===== src/rtl/mem_arbiter_if.sv =====
// Fetch/data request ports and the single-port memory bus of the RiSC-16 memory arbiter.
interface mem_arbiter_if #(
    parameter int unsigned ADDR_W = 16,
    parameter int unsigned DATA_W = 16
);
    logic              i_req;
    logic [ADDR_W-1:0] i_addr;
    logic              i_gnt;
    logic              i_rvalid;
    logic [DATA_W-1:0] i_rdata;

    logic              d_req;
    logic              d_we;
    logic [ADDR_W-1:0] d_addr;
    logic [DATA_W-1:0] d_wdata;
    logic              d_gnt;
    logic              d_rvalid;
    logic [DATA_W-1:0] d_rdata;

    logic              mem_en;
    logic              mem_we;
    logic [ADDR_W-1:0] mem_addr;
    logic [DATA_W-1:0] mem_wdata;
    logic [DATA_W-1:0] mem_rdata;

    // Requesters plus memory side.
    modport master (
        output i_req, i_addr, d_req, d_we, d_addr, d_wdata, mem_rdata,
        input  i_gnt, i_rvalid, i_rdata, d_gnt, d_rvalid, d_rdata,
        input  mem_en, mem_we, mem_addr, mem_wdata
    );

    // Arbiter side.
    modport slave (
        input  i_req, i_addr, d_req, d_we, d_addr, d_wdata, mem_rdata,
        output i_gnt, i_rvalid, i_rdata, d_gnt, d_rvalid, d_rdata,
        output mem_en, mem_we, mem_addr, mem_wdata
    );
endinterface


===== src/rtl/mem_arbiter.sv =====
// Two-port (fetch/data) arbiter onto a single-port memory with data priority,
// starvation-forced fetch grants and one-cycle read return routing.
module mem_arbiter #(
    parameter int unsigned ADDR_W       = 16,
    parameter int unsigned DATA_W       = 16,
    parameter int unsigned STARVE_LIMIT = 4
) (
    input logic          clk,
    input logic          reset,
    mem_arbiter_if.slave bus
);
    localparam logic [3:0] StarveMax = 4'(STARVE_LIMIT);

    logic [3:0]        starve_cnt;
    logic [3:0]        starve_nxt;
    logic              rd_pend;
    logic              rd_owner;
    logic              force_i;
    logic              i_gnt;
    logic              d_gnt;
    logic              mem_en;
    logic              mem_we;
    logic              i_rvalid;
    logic              d_rvalid;
    logic [ADDR_W-1:0] mem_addr;
    logic [DATA_W-1:0] mem_wdata;

    always_comb begin
        force_i   = bus.i_req && (starve_cnt == StarveMax);
        // Grants are gated by reset so every combinational output is quiet while held.
        d_gnt     = reset && bus.d_req && !force_i;
        i_gnt     = reset && bus.i_req && !(bus.d_req && !force_i);
        mem_en    = i_gnt || d_gnt;
        mem_we    = d_gnt && bus.d_we;
        mem_addr  = '0;
        mem_wdata = '0;
        if (i_gnt) begin
            mem_addr = bus.i_addr;
        end else if (d_gnt) begin
            mem_addr  = bus.d_addr;
            mem_wdata = bus.d_wdata;
        end
        if (!bus.i_req || i_gnt) begin
            starve_nxt = '0;
        end else if (starve_cnt < StarveMax) begin
            starve_nxt = starve_cnt + 4'd1;
        end else begin
            starve_nxt = starve_cnt;
        end
        i_rvalid = rd_pend && !rd_owner;
        d_rvalid = rd_pend && rd_owner;
    end

    always_ff @(posedge clk or negedge reset) begin
        if (!reset) begin
            starve_cnt <= '0;
            rd_pend    <= 1'b0;
            rd_owner   <= 1'b0;
        end else begin
            starve_cnt <= starve_nxt;
            rd_pend    <= mem_en && !mem_we;
            rd_owner   <= d_gnt;
        end
    end

    assign bus.i_gnt     = i_gnt;
    assign bus.d_gnt     = d_gnt;
    assign bus.mem_en    = mem_en;
    assign bus.mem_we    = mem_we;
    assign bus.mem_addr  = mem_addr;
    assign bus.mem_wdata = mem_wdata;
    assign bus.i_rvalid  = i_rvalid;
    assign bus.d_rvalid  = d_rvalid;
    assign bus.i_rdata   = i_rvalid ? bus.mem_rdata : '0;
    assign bus.d_rdata   = d_rvalid ? bus.mem_rdata : '0;
endmodule


===== src/flat_wrapper.sv =====
// flat-port wrapper written by rule: the top's interface ports become plain ports
module mem_arbiter_flat 
#(
    parameter int unsigned ADDR_W       = 16,
    parameter int unsigned DATA_W       = 16,
    parameter int unsigned STARVE_LIMIT = 4
)
  (clk, reset, bus_i_req, bus_i_addr, bus_d_req, bus_d_we, bus_d_addr, bus_d_wdata, bus_mem_rdata, bus_i_gnt, bus_i_rvalid, bus_i_rdata, bus_d_gnt, bus_d_rvalid, bus_d_rdata, bus_mem_en, bus_mem_we, bus_mem_addr, bus_mem_wdata);
  mem_arbiter_if #(.ADDR_W(ADDR_W), .DATA_W(DATA_W)) bus_i ();
  input logic clk;
  input logic reset;
  input wire logic [$bits(bus_i.i_req)-1:0] bus_i_req;
  input wire logic [$bits(bus_i.i_addr)-1:0] bus_i_addr;
  input wire logic [$bits(bus_i.d_req)-1:0] bus_d_req;
  input wire logic [$bits(bus_i.d_we)-1:0] bus_d_we;
  input wire logic [$bits(bus_i.d_addr)-1:0] bus_d_addr;
  input wire logic [$bits(bus_i.d_wdata)-1:0] bus_d_wdata;
  input wire logic [$bits(bus_i.mem_rdata)-1:0] bus_mem_rdata;
  output wire logic [$bits(bus_i.i_gnt)-1:0] bus_i_gnt;
  output wire logic [$bits(bus_i.i_rvalid)-1:0] bus_i_rvalid;
  output wire logic [$bits(bus_i.i_rdata)-1:0] bus_i_rdata;
  output wire logic [$bits(bus_i.d_gnt)-1:0] bus_d_gnt;
  output wire logic [$bits(bus_i.d_rvalid)-1:0] bus_d_rvalid;
  output wire logic [$bits(bus_i.d_rdata)-1:0] bus_d_rdata;
  output wire logic [$bits(bus_i.mem_en)-1:0] bus_mem_en;
  output wire logic [$bits(bus_i.mem_we)-1:0] bus_mem_we;
  output wire logic [$bits(bus_i.mem_addr)-1:0] bus_mem_addr;
  output wire logic [$bits(bus_i.mem_wdata)-1:0] bus_mem_wdata;
  assign bus_i.i_req = bus_i_req;
  assign bus_i.i_addr = bus_i_addr;
  assign bus_i.d_req = bus_d_req;
  assign bus_i.d_we = bus_d_we;
  assign bus_i.d_addr = bus_d_addr;
  assign bus_i.d_wdata = bus_d_wdata;
  assign bus_i.mem_rdata = bus_mem_rdata;
  assign bus_i_gnt = bus_i.i_gnt;
  assign bus_i_rvalid = bus_i.i_rvalid;
  assign bus_i_rdata = bus_i.i_rdata;
  assign bus_d_gnt = bus_i.d_gnt;
  assign bus_d_rvalid = bus_i.d_rvalid;
  assign bus_d_rdata = bus_i.d_rdata;
  assign bus_mem_en = bus_i.mem_en;
  assign bus_mem_we = bus_i.mem_we;
  assign bus_mem_addr = bus_i.mem_addr;
  assign bus_mem_wdata = bus_i.mem_wdata;
  mem_arbiter #(.ADDR_W(ADDR_W), .DATA_W(DATA_W), .STARVE_LIMIT(STARVE_LIMIT)) u_core (.clk(clk), .reset(reset), .bus(bus_i));
endmodule

===== config.mk =====
export PLATFORM = sky130hd
export DESIGN_NAME = mem_arbiter_flat
export DESIGN_NICKNAME = d
export VERILOG_FILES = /design/src/rtl/mem_arbiter_if.sv /design/src/rtl/mem_arbiter.sv /design/src/flat_wrapper.sv
export SDC_FILE = /design/constraint.sdc
export NUM_CORES = 1
export LEC_CHECK = 0
export ABC_CLOCK_PERIOD_IN_PS = 2300
export CAP_MARGIN = 20
export CORE_AREA = 2 2 65 67
export CTS_CLUSTER_DIAMETER = 120
export CTS_CLUSTER_SIZE = 16
export DETAILED_ROUTE_END_ITERATION = 16
export DIE_AREA = 0 0 67 69
export HOLD_SLACK_MARGIN = 0.15
export PLACE_DENSITY = 0.8
export SLEW_MARGIN = 20
export SYNTH_ARGS = -nofsm -noshare
export SYNTH_HDL_FRONTEND = slang
export SYNTH_SLANG_ARGS = --single-unit

===== constraint.sdc =====
create_clock -name clk -period 2.3 [get_ports clk]
set_input_delay 0.46 -clock clk [delete_from_list [all_inputs] [get_ports clk]]
set_output_delay 0.46 -clock clk [all_outputs]
set_load 0.05 [all_outputs]

==> impl_metrics.toml <==
[setup_path]
cp.arrival_ns = 1.81
crit_fanout = 11
critPathKind = "in2out"
worstSetupEndpointType = "output port"
crit_required_ns = 1.84
crit_chain = "clkdlybuf4s50_1 > o211a_4 > clkbuf_16 > and2_1 > buf_12"
cpPeakStageDelay_ns = 0.59
crit_path_top_delay_cell = "clkdlybuf4s50_1"
crit_path_start_kind = "input port"

[power]
p_int_mw = 0.595
switching_power_mw = 0.382
switching_share = 0.391
power.density_mw_per_mm2 = 311
power_frac_clock = 0.160
p_leak_nw = 1.42
finalPower_mw = 0.977
power_frac_seq = 0.127
combPwrFrac = 0.713
ir_drop_mv = 0.204

[yosys]
yosys.area_share.simple = 0.447
yosysWarnings = 0
synth_top_family_by_area = "simple AND/OR/NAND/NOR gates"
synth.largest_area_cell = "and2_1"
yosys.cell_count.top_type = "and2_1"
async_flop_share = 1.00
synthAdderAreaFrac = 0.0302
synthTopCellsByCount = "and2_1, a22o_1, and3_1, dfrtp_1, inv_1"
syn_area_per_cell_um2 = 7.96
synth_edf_count = 0
synth_area_um2 = 828
muxShareOfSynthArea = 0.0121
netlist_instances = 104
yosysSeqAreaShare = 0.181
synth_seq_cells = 6
synthTopCellsByArea = "and2_1, dfrtp_1, a22o_1"
synth_fp_nets = 175
synthXorXnorAreaFrac = 0.0106
synth-compound-area-share = 0.216
synthFlopType = "dfrtp_1"
synth.distinct_cells = 21
synth_top_area_share = 0.257

[detailed_routing]
drc = 0
detail_route.wl_per_cell_um = 16.4
routed_wl_um = 4900
drt_iter0_drc = 38
vias_per_cell = 4.52
via_count = 1348
postRouteAntennaNets = 0
drt_pass1_iterations = 4

[floorplanning]
core-area_mm2 = 0.00391
dieArea_mm2 = 0.00462
start_util = 0.212
io_pins = 139
std_cell_rows = 23
chipWidth_um = 67
fp.dieH_um = 69

[timing]
worstMarginPinSlew_ns = 0.467
period_needed_ns = 2.27
rsz0062_at_grt = "yes"
setup_viol = 0
worst_clock_skew_ns = 0.00376
hold_slack_ns = 0.309
max_freq_mhz = 440
slew_headroom = 0.688
drv_slew = 0
finalCritPeriodShare = 0.988
hold_viol = 0

[finish]
utilization = 0.803
diodes = 0
area_growth_pct = 280
final_cells = 298
finalNetCount = 321
drive_gt1_frac = 0.391

[clocking]
cts_buffers = 3
clockBufferDepth = 2
clock-sinks = 6
cts_root_buf = "clkbuf_8"
cts_tree = "built"
h-tree-depth = 1
worstSkewPairLatency_ns = 0.22
path_clk_slew_ns = 0.04
cts_hold_buffers = 0

[run]
maxCapViolations = 0

[run_status]
outcome = "finished, final reports clean"

[global_routing]
grt_usage = 0.194
grt_max_degree = 24
grt_pass1_vias = 1481
antenna_found_initial = 0
overflow = 0
grt_pass1_wl_um = 6990

[placement]
portBuffers = 138
gp_congestion = 0.760
placed_cells = 294
dp_hpwl_um = 3900

[worst_hold_path]
min_path_type = "in2async"
[registers in the layout (all words and copies together), names as in the netlist]
register and count:
u_core.rd_owner 1, u_core.starve_cnt 4, u_core.rd_pend 1
[layout make-up]
cell class | count | area, um2
Inverter | 5 | 18.8
Sequential cell | 6 | 150
Multi-Input combinational cell | 84 | 658
Fill cell | 213 | 769
Tap cell | 50 | 62.6
Clock buffer | 3 | 41.3
Timing Repair Buffer | 150 | 2210
[through the flow]
stage               TNS [ns]  cell area, um2  setup slack [ns]
finish                     0            3140            0.0265
detailed placement         0            2990           0.00907
global placement           0            2990            0.0522
global route          -0.144            3140           -0.0256
CTS                        0            3030           0.00488
floorplan                  0             828            0.0575
[cell families after synthesis]
kind of cell | count (synthesis)
compound gates | 21
buf+inv | 14
fa+ha+maj | 2
simple gates | 59
mux | 1
xor+xnor | 1
flops | 6
[worst paths after layout]
check | from | to | slack (ns) | depth (start not counted)
max reg2reg | u_core.starve_cnt[0]$_DFFE_PN0P_ | u_core.rd_pend$_DFF_PN0_ | 0.69 | 7
max | bus_d_req | bus_mem_wdata[7] | 0.03 | 5
max in group asynchronous | reset | u_core.starve_cnt[2]$_DFFE_PN0P_ | 1.87 | 2
min | reset | u_core.starve_cnt[1]$_DFFE_PN0P_ | 0.31 | 2
min reg2reg | u_core.starve_cnt[3]$_DFFE_PN0P_ | u_core.starve_cnt[3]$_DFFE_PN0P_ | 0.56 | 2
min in group clk | u_core.starve_cnt[3]$_DFFE_PN0P_ | u_core.starve_cnt[3]$_DFFE_PN0P_ | 0.56 | 2
[power groups by stage]
| stage | registers [mW] | clock network [mW] | logic, mW |
|---|---|---|---|
| finish | 0.124 | 0.156 | 0.696 |
| global route | 0.125 | 0.166 | 0.724 |
| CTS | 0.124 | 0.161 | 0.673 |
| detailed placement | 0.126 | 0 | 0.672 |
| global placement | 0.124 | 0 | 0.661 |
| floorplan | 0.122 | 0 | 0.282 |
[critical path, delay by kind of cell]
kind                   cells  cell delay [ns]
AND/OR/NAND/NOR            1             0.20
buffers and inverters      3             0.90
AO/OA/AOI/OAI              1             0.24
[layer usage]
metal	vias to the layer above	wire (um)	track usage	share of wire
met5	-	0	0	0
met2	99	2730	0.387	0.56
li1	650	-	-	-
met4	0	33	0.0476	0.0067
met3	4	619	0.0783	0.13
met1	595	1520	0.169	0.31
[placed cells by master, fill, tap and decap left out]
cell,synthesis,final
a21o_1,1,1
a21oi_1,1,1
a21oi_4,0,1
a22o_1,16,11
a22o_4,0,5
and2_1,34,34
and2b_2,0,1
and3_1,16,16
buf_12,0,70
buf_4,0,6
buf_6,4,5
clkbuf_16,0,1
clkbuf_8,0,3
clkdlybuf4s50_1,0,66
dfrtp_1,6,6
dlymetal6s2s_1,0,2
ha_1,2,1
ha_2,0,1
inv_1,5,4
inv_2,0,1
mux2i_1,1,1
nand2_1,2,1
nand2_2,0,1
nand3b_4,1,1
nor2_1,2,2
nor3_1,3,3
o211a_4,0,1
o21a_1,1,1
xnor2_1,1,1
[timing repair]
action	CTS	global route
gates resized for setup	0	18
buffers inserted	0	0
setup endpoints to repair	0	42
Power figures use the tool's default switching activity.
